<file path="config.mk">
export PLATFORM = sky130hd
export DESIGN_NAME = lsu_mem_ctrl
export DESIGN_NICKNAME = d
export VERILOG_FILES = /design/src/rtl/lsu_mem_ctrl.sv
export SDC_FILE = /design/constraint.sdc
export NUM_CORES = 1
export LEC_CHECK = 0
export CELL_PAD_IN_SITES_DETAIL_PLACEMENT = 1
export CELL_PAD_IN_SITES_GLOBAL_PLACEMENT = 1
export CORE_MARGIN = 4
export CORE_UTILIZATION = 29
export CTS_CLUSTER_SIZE = 24
export DETAILED_ROUTE_END_ITERATION = 6
export PLACE_DENSITY = 0.89
export SLEW_MARGIN = 40
export SYNTH_ARGS = -nofsm -noshare
export SYNTH_HDL_FRONTEND = slang
export SYNTH_SLANG_ARGS = --single-unit
</file>
<file path="constraint.sdc">
create_clock -name clk -period 2.1 [get_ports clk]
set_clock_uncertainty 0.05 [all_clocks]
set_input_delay 0.315 -clock clk [delete_from_list [all_inputs] [get_ports clk]]
set_output_delay 0.315 -clock clk [all_outputs]
set_load 0.005 [all_outputs]
</file>
<file path="src/rtl/lsu_mem_ctrl.sv">
// Load/store unit in front of the emu_ram data RAM wrapper: one request in flight, alignment and funct3 checks,
// single-cycle RAM strobe, load extension. Optional statistics counters are enabled with `define LSU_STATS_EN.
module lsu_mem_ctrl #(
    parameter int unsigned ADDR_WIDTH = 32,
    parameter int unsigned DATA_WIDTH = 32
) (
    input  logic                  clk,
    input  logic                  rstn,
    input  logic                  req_valid,
    output logic                  req_ready,
    input  logic                  req_we,
    input  logic [2:0]            req_funct3,
    input  logic [ADDR_WIDTH-1:0] req_addr,
    input  logic [DATA_WIDTH-1:0] req_wdata,
    output logic                  rsp_valid,
    input  logic                  rsp_ready,
    output logic [DATA_WIDTH-1:0] rsp_rdata,
    output logic                  rsp_err,
    output logic [2:0]            ram_rwtyp,
    output logic [ADDR_WIDTH-1:0] ram_addr,
    output logic [DATA_WIDTH-1:0] ram_data,
    output logic                  ram_wren,
    output logic                  ram_rden,
    input  logic [DATA_WIDTH-1:0] ram_q,
    output logic [31:0]           stat_loads,
    output logic [31:0]           stat_stores,
    output logic [31:0]           stat_errs
);

    typedef enum logic [1:0] {
        IDLE  = 2'd0,
        ISSUE = 2'd1,
        WAIT  = 2'd2,
        RESP  = 2'd3
    } state_t;

    state_t                  state_q, state_d;
    logic                    lat_we_q, lat_we_d;
    logic [2:0]              lat_f3_q, lat_f3_d;
    logic                    req_ready_q, req_ready_d;
    logic                    rsp_valid_q, rsp_valid_d;
    logic                    rsp_err_q, rsp_err_d;
    logic [DATA_WIDTH-1:0]   rsp_rdata_q, rsp_rdata_d;
    logic [2:0]              ram_rwtyp_q, ram_rwtyp_d;
    logic [ADDR_WIDTH-1:0]   ram_addr_q, ram_addr_d;
    logic [DATA_WIDTH-1:0]   ram_data_q, ram_data_d;
    logic                    ram_wren_q, ram_wren_d;
    logic                    ram_rden_q, ram_rden_d;

    // Request is rejected for an unsupported funct3 or a misaligned halfword/word address.
    function automatic logic req_bad(input logic we, input logic [2:0] f3, input logic [1:0] lo);
        logic illegal;
        logic misal;
        if (we) begin
            illegal = !(f3 == 3'b000 || f3 == 3'b001 || f3 == 3'b010);
        end else begin
            illegal = !(f3 == 3'b000 || f3 == 3'b001 || f3 == 3'b010 ||
                        f3 == 3'b100 || f3 == 3'b101);
        end
        misal = ((f3[1:0] == 2'b01) && lo[0]) || ((f3[1:0] == 2'b10) && (lo != 2'b00));
        return illegal || misal;
    endfunction

    // RAM returns the selected lanes zero-extended; signed loads replicate the top bit here.
    function automatic logic [DATA_WIDTH-1:0] extend_load(input logic [DATA_WIDTH-1:0] q,
                                                          input logic [2:0] f3);
        case (f3)
            3'b000:  return {{(DATA_WIDTH-8){q[7]}}, q[7:0]};
            3'b001:  return {{(DATA_WIDTH-16){q[15]}}, q[15:0]};
            default: return q;
        endcase
    endfunction

    always_ff @(posedge clk or negedge rstn) begin
        if (!rstn) begin
            state_q     <= IDLE;
            lat_we_q    <= 1'b0;
            lat_f3_q    <= 3'b000;
            req_ready_q <= 1'b1;
            rsp_valid_q <= 1'b0;
            rsp_err_q   <= 1'b0;
            rsp_rdata_q <= '0;
            ram_rwtyp_q <= 3'b000;
            ram_addr_q  <= '0;
            ram_data_q  <= '0;
            ram_wren_q  <= 1'b0;
            ram_rden_q  <= 1'b0;
        end else begin
            state_q     <= state_d;
            lat_we_q    <= lat_we_d;
            lat_f3_q    <= lat_f3_d;
            req_ready_q <= req_ready_d;
            rsp_valid_q <= rsp_valid_d;
            rsp_err_q   <= rsp_err_d;
            rsp_rdata_q <= rsp_rdata_d;
            ram_rwtyp_q <= ram_rwtyp_d;
            ram_addr_q  <= ram_addr_d;
            ram_data_q  <= ram_data_d;
            ram_wren_q  <= ram_wren_d;
            ram_rden_q  <= ram_rden_d;
        end
    end

    // Next state and next registered outputs; RAM strobes default low so they last one cycle.
    always_comb begin
        state_d     = state_q;
        lat_we_d    = lat_we_q;
        lat_f3_d    = lat_f3_q;
        rsp_valid_d = rsp_valid_q;
        rsp_err_d   = rsp_err_q;
        rsp_rdata_d = rsp_rdata_q;
        ram_rwtyp_d = ram_rwtyp_q;
        ram_addr_d  = ram_addr_q;
        ram_data_d  = ram_data_q;
        ram_wren_d  = 1'b0;
        ram_rden_d  = 1'b0;

        case (state_q)
            IDLE: begin
                if (req_valid) begin
                    lat_we_d = req_we;
                    lat_f3_d = req_funct3;
                    if (req_bad(req_we, req_funct3, req_addr[1:0])) begin
                        state_d     = RESP;
                        rsp_valid_d = 1'b1;
                        rsp_err_d   = 1'b1;
                        rsp_rdata_d = '0;
                    end else begin
                        state_d     = ISSUE;
                        ram_rwtyp_d = req_funct3;
                        ram_addr_d  = req_addr;
                        ram_data_d  = req_wdata;
                        ram_wren_d  = req_we;
                        ram_rden_d  = !req_we;
                    end
                end
            end
            ISSUE: begin
                if (lat_we_q) begin
                    state_d     = RESP;
                    rsp_valid_d = 1'b1;
                    rsp_err_d   = 1'b0;
                    rsp_rdata_d = '0;
                end else begin
                    state_d = WAIT;
                end
            end
            WAIT: begin
                state_d     = RESP;
                rsp_valid_d = 1'b1;
                rsp_err_d   = 1'b0;
                rsp_rdata_d = extend_load(ram_q, lat_f3_q);
            end
            RESP: begin
                if (rsp_ready) begin
                    state_d     = IDLE;
                    rsp_valid_d = 1'b0;
                    rsp_err_d   = 1'b0;
                    rsp_rdata_d = '0;
                end
            end
            default: begin
                state_d = IDLE;
            end
        endcase
    end

    assign req_ready_d = (state_d == IDLE);

    assign req_ready = req_ready_q;
    assign rsp_valid = rsp_valid_q;
    assign rsp_err   = rsp_err_q;
    assign rsp_rdata = rsp_rdata_q;
    assign ram_rwtyp = ram_rwtyp_q;
    assign ram_addr  = ram_addr_q;
    assign ram_data  = ram_data_q;
    assign ram_wren  = ram_wren_q;
    assign ram_rden  = ram_rden_q;

`ifdef LSU_STATS_EN
    logic        accept_c;
    logic        issue_load_c;
    logic        issue_store_c;
    logic        accept_err_c;
    logic [31:0] stat_loads_q;
    logic [31:0] stat_stores_q;
    logic [31:0] stat_errs_q;

    assign accept_c      = (state_q == IDLE) && req_valid;
    assign issue_load_c  = accept_c && (state_d == ISSUE) && !req_we;
    assign issue_store_c = accept_c && (state_d == ISSUE) && req_we;
    assign accept_err_c  = accept_c && (state_d == RESP);

    // Free-running event counters; natural 32-bit wrap.
    always_ff @(posedge clk or negedge rstn) begin
        if (!rstn) begin
            stat_loads_q  <= 32'd0;
            stat_stores_q <= 32'd0;
            stat_errs_q   <= 32'd0;
        end else begin
            if (issue_load_c) begin
                stat_loads_q <= stat_loads_q + 32'd1;
            end
            if (issue_store_c) begin
                stat_stores_q <= stat_stores_q + 32'd1;
            end
            if (accept_err_c) begin
                stat_errs_q <= stat_errs_q + 32'd1;
            end
        end
    end

    assign stat_loads  = stat_loads_q;
    assign stat_stores = stat_stores_q;
    assign stat_errs   = stat_errs_q;
`else
    assign stat_loads  = 32'd0;
    assign stat_stores = 32'd0;
    assign stat_errs   = 32'd0;
`endif

endmodule

</file>
# == Yosys cells after proc, flatten, opt, wreduce, memory -nomap -nowiden ==
# Cells that the tools add are included.
# classes
eq_ne,14
n_mux,27
bitwise_logic,1
reduce_logical,19
# op_table
operator,count
two-way mux 32 bit,4
case mux 32 bit (4 select lines),1
case mux 32 bit (2 select lines),1
two-way mux 1 bit,15
"inequality test 2 bit, second input constant",4
case mux 1 bit (4 select lines),2
case mux 2 bit (4 select lines),1
"equality test 2 bit, second input constant",3
"equality test 3 x 1 -> 1 bit, second input constant",2
"equality test 3 bit, second input constant",2
logical NOT 3 bit,2
logical OR 1 bit,6
two-way mux 2 bit,3
"equality test 2 x 1 -> 1 bit, second input constant",2
logical NOT 2 bit,2
AND reduction 4 bit,1
"equality test 3 x 2 -> 1 bit, second input constant",1
logical NOT 1 bit,3
AND reduction 3 bit,1
logical AND 1 bit,2
AND reduction 2 bit,1
nonzero test 2 bit,1
NOT 1 bit,1
# word_totals
ff_bits,110
out_inout_bits,200

# == Longest topological paths before layout ==
# Gate-level depths: netlist of the first run.
# depth
ltp_word,14
mapped_depth,7
ltp_nobuf,3

# == Least setup slack after synthesis of the first run ==
# Ideal clock, no wire load.
# synth_timing
path_kind,register -> register
start,reg state_q[0]
end,"reg ram_addr_q[10], in the netlist ram_addr[10]"
setup_ns,0.125
t_arrival_ns,1.729
t_required_ns,1.925
setup_slack_ns,0.196
path_stages_with_launch,8
path_buffers,4
path_cell_list,dfrtp_1 > buf_6 > or3b_1 > buf_2 > o21bai_4 > buf_6 > buf_6 > mux2_4
# synth_via
elab_chain_cells,2
# synth_rtl
element,line,source
from (decl),37,"state_t state_q, state_d;"
from (signal assigned),89,state_q <= state_d;
logical NOT 2 bit,118,case (state_q)
AND reduction 3 bit (no source line),-,
to (signal assigned),97,ram_addr_q <= ram_addr_d;
to (decl),45,"logic [ADDR_WIDTH-1:0] ram_addr_q, ram_addr_d;"
# Every way passes these cells.
# A chain may end at the register's enable or synchronous reset.

# == Worst setup path after layout of the first run ==
# layout_timing
start,in req_funct3[0]
end,"reg rsp_rdata_q[22], in the netlist rsp_rdata[22]"
# layout_via
elab_chain_cells,12
word_cells_on_any_way,22
cone_classes,eq/ne: 7; mux: 3; reduce/logical: 12
# layout_rtl
element,line,source
from (decl),12,"input logic [2:0] req_funct3,"
equality test 3 x 1 -> 1 bit / logical NOT 3 bit (equally long branches),"55, 57",
logical OR 1 bit (2 in a row),"55, 57",
logical OR 1 bit,57,illegal = !(f3 == 3'b000 || f3 == 3'b001 || f3 == 3'b010 ||
logical OR 1 bit,58,f3 == 3'b100 || f3 == 3'b101);
logical NOT 1 bit,57,
two-way mux 1 bit,54,if (we) begin
two-way mux 1 bit,120,if (req_valid) begin
two-way mux 1 bit,118,
logical OR 1 bit (*),61,return illegal || misal;
inequality test 2 bit (no source line) (*),-,
AND reduction 4 bit (no source line) (*),-,
to (signal assigned),95,rsp_rdata_q <= rsp_rdata_d;
to (decl),43,"logic [DATA_WIDTH-1:0] rsp_rdata_q, rsp_rdata_d;"
# Mark *: on every way between the ends. The rest lies on a longest branch, timed or not. The select of a mux whose other input is x is not followed.

==> results of run 1 <==
-- cell usage after synthesis, drive strengths merged (2+ instances only) --
master / number
mux2: 70
nand2: 41
a32oi: 32
o221ai: 24
buf: 107
o21bai: 2
nor2: 23
dfrtp: 109
o21ai: 2
a21oi: 9
clkbuf: 22
nor2b: 35
mux2i: 2
o211ai: 8
-- per-stage QoR --
step | hold slack, ns | utilization [%] | power, mW | instances | worst slack [ns]
floorplan | -0.0306 | - | 5.70 | 600 | 0.196
global placement | 0.221 | 41.4 | 8.29 | 968 | -0.0505
detailed placement | 0.227 | 41.4 | 8.51 | 968 | -0.155
CTS | 0.368 | 43.0 | 10.3 | 985 | 0.221
global route | 0.399 | 43.0 | 10.9 | 985 | 0.112
finish | 0.374 | 43.0 | 10.2 | 985 | 0.203
-- routing by layer --
metal	up-vias	share of wire, %	track usage (%)
met5	-	0	0
li1	2036	-	-
met3	12	10	7.28
met2	214	50	28.0
met1	2258	39	18.8
met4	0	0.89	3.28
-- cell families after synthesis --
family	after synthesis	synth area share [%]
DFF	110	48.4
and+or+nand+nor	107	9.08
other	1	0.0659
AOI/OAI and AO/OA	84	12.2
muxes	72	14.7
buffers and inverters	131	15.5
-- power groups by stage --
stage	combinational [mW]	clock [mW]	sequential, mW
floorplan	2.01	0	3.69
global route	5.11	1.93	3.86
global placement	4.61	0	3.67
CTS	4.78	1.84	3.73
finish	4.70	1.77	3.72
detailed placement	4.75	0	3.76
-- registers in the layout, indices dropped and copies added (netlist names) --
name,cells
lat_f3_q,3
ram_wren,1
rsp_rdata,32
lat_we_q,1
rsp_err,1
ram_rden,1
ram_rwtyp,3
rsp_valid,1
state_q,2
ram_addr,32
ram_data,32
req_ready,1
-- repair_timing --
| item | 4_1_cts | 5_1_grt |
|---|---|---|
| resized for setup | 0 | 0 |
| setup endpoints to repair | 0 | 0 |
| hold buffers | 1 | 0 |
| hold endpoints to repair | 26 | 0 |
-- worst min path at each step --
stage / start / end / slack (ns)
2_1_floorplan: rstn / lat_f3_q[0] / -0.03
3_3_place_gp: rstn / ram_addr[19] / 0.22
3_5_place_dp: rstn / ram_addr[19] / 0.23
4_1_cts: rstn / ram_addr[19] / 0.37
5_1_grt: rstn / ram_addr[19] / 0.40
6_report: rstn / ram_addr[19] / 0.37
-- layout make-up --
| type | instances | area, µm² | area share [%] |
|---|---|---|---|
| clock inverter | 7 | 77.6 | 0.948 |
| multi-input combinational | 359 | 2420 | 29.6 |
| tap | 260 | 325 | 3.98 |
| sequential | 110 | 2750 | 33.7 |
| inverter | 2 | 7.51 | 0.0918 |
| clock buffer | 9 | 225 | 2.75 |
| timing repair buffer | 238 | 2370 | 28.9 |
==> results.yml, run 1 <==
pwr:
  power_density_nw_per_um2: 1250
  clock_power_share_pct: 17.3
  leakage_nw: 3.51
  sw_frac_of_total_pct: 34.4
  p_comb_share_pct: 46.2
  p_sw_mw: 3.51
  p_seq_share_pct: 36.5
  peakVddDrop_mv: 0.538
  p_int_mw: 6.68
global_route:
  grt_max_degree: 44
  antenna_found_initial: 0
  grt.overflow.total: 0
  grt_usage_pct: 16.2
  first_global_vias: 4912
  grt_pass1_wl_mm: 28.0
worst_setup_path:
  crit_path_end: "rsp_rdata[22]"
  crit_path_max_fanout: 11
  crit_family: "buffers and inverters"
  worstPathCellList: "clkdlybuf4s50_1 > buf_4 > o41ai_1 > buf_4 > nor2_2 > buf_4 > o221ai_1"
  r2r_slack_ns: 0.31
  path_depth: 7
  worstSetupPathType: "in2reg"
  ff2ff_path_depth: 4
  r2r_end: "rsp_rdata[4]"
  cp_data_required_time_ns: 2.31
  endpoint_kind: "flop"
  worst_setup_path_start_kind: "input pin"
  crit_path_start: "req_funct3[0]"
  cp_num_buf_inv: 4
  r2r-start: "state_q[0]"
  slowest_stage: "clkdlybuf4s50_1"
  worstPathArrival_ns: 2.11
  cpPeakStageDelay_ns: 0.51
  crit_top_cell: "buf_4"
cells_and_area:
  mostFrequentLayoutCells: "clkdlybuf4s50_1 (206), dfrtp_1 (109), conb_1 (96)"
  nFillCells: 2117
  layout-drive-gt1-share_pct: 17.0
  layout_commonest_cell: "clkdlybuf4s50_1"
  final_nets: 824
  antennaDiodeCount: 0
  areaGrowthSynthToFinish_pct: 43.7
  final_area_um2: 8180
sta:
  fin_setup_tns_ns: 0
  hold_viol: 0
  fin_crit_ns: 1.90
  finalCritPeriodShare_pct: 90.3
  slew_headroom_pct: 57.7
  setup_viol: 0
  slew_violations: 0
  rsz0062_at_grt: "false"
  tightest_slew_ns: 0.634
  max_freq_mhz: 527
detailed_routing:
  viasPerCell: 4.59
  postRouteAntennaNets: 0
  wl_mm: 18.4
  wire_per_inst_um: 18.7
  drtIter0Drc: 92
  drc: 0
  dr_total_vias: 4520
  firstDrtPassIters: 4
synthesis:
  syn_inst: 505
  synth_edf_count: 0
  synth-seq-area-share_pct: 48.4
  ys_ff_latch: 110
  synth_top_cell_by_area: "dfrtp_1"
  synth_area_leaders: "dfrtp_1 (48%), buf_4 (13%), mux2_2 (12%), a32oi_1 (4.9%), nor2b_1 (3.8%)"
  avgSynthCellArea_um2: 11.3
  synth_top_area_share_pct: 47.9
  syn-cell-area_um2: 5690
  synth-warning-count: 0
  synth.distinct_cells: 38
  synth_flop_cell: "dfrtp_1"
  async_flop_share_pct: 100
hold_path:
  worstHoldPathType: "in2async"
floorplan:
  die_area_um2: 21900
  core_area_um2: 19000
  chipWidth_um: 148
  rows: 50
  io_pins: 304
  start_util_pct: 29.9
  die_y_um: 148
run:
  maxCapViolations: 0
clock_network:
  root_buffer: "clkbuf_16"
  clk_transition_reported_paths_ns: 0.08
  cts_tree: "built"
  insertion_delay_ns: 0.36
  htree_levels: 3
  cts.path.max_buffers: 2
  postCtsSetupBuffers: 0
  clock_sinks: 110
  numCtsBuffers: 9
placed_design:
  portBuffers: 207
  dpl-instance-area_um2: 7870
  hpwl_mm: 14.0
  gp_congestion: 0.777
run_status:
  status: "finished, final reports clean"
Note: power is estimated with default switching activity, not from simulation.
==> run 2: changes to the inputs <==
- CORE_MARGIN: 4 -> 2
==> results.yml, run 2 (synthesized netlist as in run 1, its figures left out) <==
run_status:
  status: "finished, final reports clean"
worst_setup_path:
  cp_num_buf_inv: 2
  endpoint_kind: "flop"
  ff2ff_path_depth: 4
  worstPathArrival_ns: 2.10
  crit_family: "buffers and inverters"
  r2r-start: "state_q[1]"
  slowest_stage: "nor4_1"
  worstSetupPathType: "in2reg"
  cp_data_required_time_ns: 2.29
  worst_setup_path_start_kind: "input pin"
  worstPathCellList: "clkdlybuf4s50_1 > nor4_1 > o21bai_4 > buf_12 > mux2_4"
  r2r_slack_ns: 0.36
  crit_path_max_fanout: 40
  r2r_end: "ram_addr[12]"
  crit_path_start: "req_funct3[2]"
  cpPeakStageDelay_ns: 0.61
cells_and_area:
  post-route-util_pct: 42.2
  mostFrequentLayoutCells: "clkdlybuf4s50_1 (206), dfrtp_1 (109), conb_1 (96)"
  layout_commonest_cell: "clkdlybuf4s50_1"
  multi_input_area_um2: 2420
  ff_latch_area_um2: 2750
  nFillCells: 2118
  layout-drive-gt1-share_pct: 16.7
  antennaDiodeCount: 0
  areaGrowthSynthToFinish_pct: 43.3
  final_area_um2: 8160
  final_nets: 822
sta:
  hold_ws_ns: 0.415
  max_freq_mhz: 523
  setup_viol: 0
  rsz0062_at_grt: "false"
  slew_headroom_pct: 55.7
  tightest_slew_ns: 0.664
  fin_crit_ns: 1.91
  slew_violations: 0
  finalCritPeriodShare_pct: 91.0
  hold_viol: 0
detailed_routing:
  viasPerCell: 4.54
  wl_mm: 17.6
  postRouteAntennaNets: 0
  drtIter0Drc: 120
  drc: 0
  dr_total_vias: 4481
  firstDrtPassIters: 4
  wire_per_inst_um: 17.8
floorplan:
  rows: 51
  start_util_pct: 29.4
  chipWidth_um: 144
  die_y_um: 144
  core_area_um2: 19300
  die_area_um2: 20800
  io_pins: 304
clock_network:
  htree_levels: 3
  insertion_delay_ns: 0.35
  cts.repair.resized: 0
  clock_sinks: 110
  cts_tree: "built"
  cts.path.max_buffers: 2
  postCtsSetupBuffers: 0
  numCtsBuffers: 9
  root_buffer: "clkbuf_16"
  clk_transition_reported_paths_ns: 0.08
placed_design:
  portBuffers: 207
  dpl-instance-area_um2: 7850
  gp_congestion: 0.741
  hpwl_mm: 13.0
pwr:
  p_total_mw: 10.1
  power_density_nw_per_um2: 1240
  leakage_nw: 3.50
  peakVddDrop_mv: 0.665
global_route:
  grt_max_degree: 42
  antenna_found_initial: 0
  grt_pass1_wl_mm: 26.8
  grt_usage_pct: 16.8
  first_global_vias: 4724
  grt.overflow.total: 0
run:
  maxCapViolations: 0
hold_path:
  worstHoldPathType: "in2async"
-- run 2: cell count changes in the layout (fill, tap and decap cells not counted), sizes merged --
cell	change
inv	-1
clkinv	+1
buf	-2
-- run 2: worst max-delay path by stage --
stage / to / slack [ns] / depth (start not counted)
2_1_floorplan: ram_addr[10] / 0.20 / 7
3_3_place_gp: ram_addr[13] / -0.09 / 5
3_5_place_dp: ram_addr[11] / -0.19 / 5
4_1_cts: ram_addr[12] / 0.20 / 5
5_1_grt: ram_addr[12] / 0.09 / 5
6_report: ram_addr[12] / 0.19 / 5
-- run 2: worst register-to-register path, delay by kind of cell (launching register included) --
kind                   cells  cell delay [ns]
flip-flops                 1             0.38
AO/OA/AOI/OAI              1             0.22
buffers and inverters      1             0.21
multiplexers               1             0.33
AND/OR/NAND/NOR            1             0.43
-- run 2: where the power goes --
group / switching, mW / leakage, nW / internal [mW] / total [mW]
logic: 1.91 / 1.96 / 2.75 / 4.66
clock network: 0.912 / 0.148 / 0.846 / 1.76
registers: 0.663 / 1.39 / 3.06 / 3.72
total: 3.48 / 3.50 / 6.66 / 10.1
-- run 2: layer usage --
metal  GRT usage [%]  share of wire, %  up-vias
met5               0                 0        -
met4            3.82              0.84        0
met3            6.62               9.8        8
met2            28.1                49      190
met1            20.4                40     2259
li1                -                 -     2024
-- run 2: what timing repair did --
| action | in CTS | in global routing |
|---|---|---|
| endpoints found under the hold margin | 30 | 0 |
| setup endpoints to repair | 0 | 0 |
| hold buffers | 1 | 0 |
-- run 2: per-stage QoR --
step | worst slack (ns) | setup TNS [ns] | std cells
after global routing | 0.0921 | 0 | 988
after detailed placement | -0.191 | -12.94 | 971
final | 0.188 | 0 | 988
after floorplan | 0.196 | 0 | 600
after global placement | -0.0949 | -5.42 | 971
after CTS | 0.196 | 0 | 988
-- run 2: area by class of cell --
type / count / share of cell area [%]
clock buffers: 9 / 2.76
clock inverters: 7 / 0.920
inverters: 2 / 0.0920
multi-input cells: 359 / 29.7
flip-flops and latches: 110 / 33.8
well taps: 265 / 4.06
repair buffers: 236 / 28.7
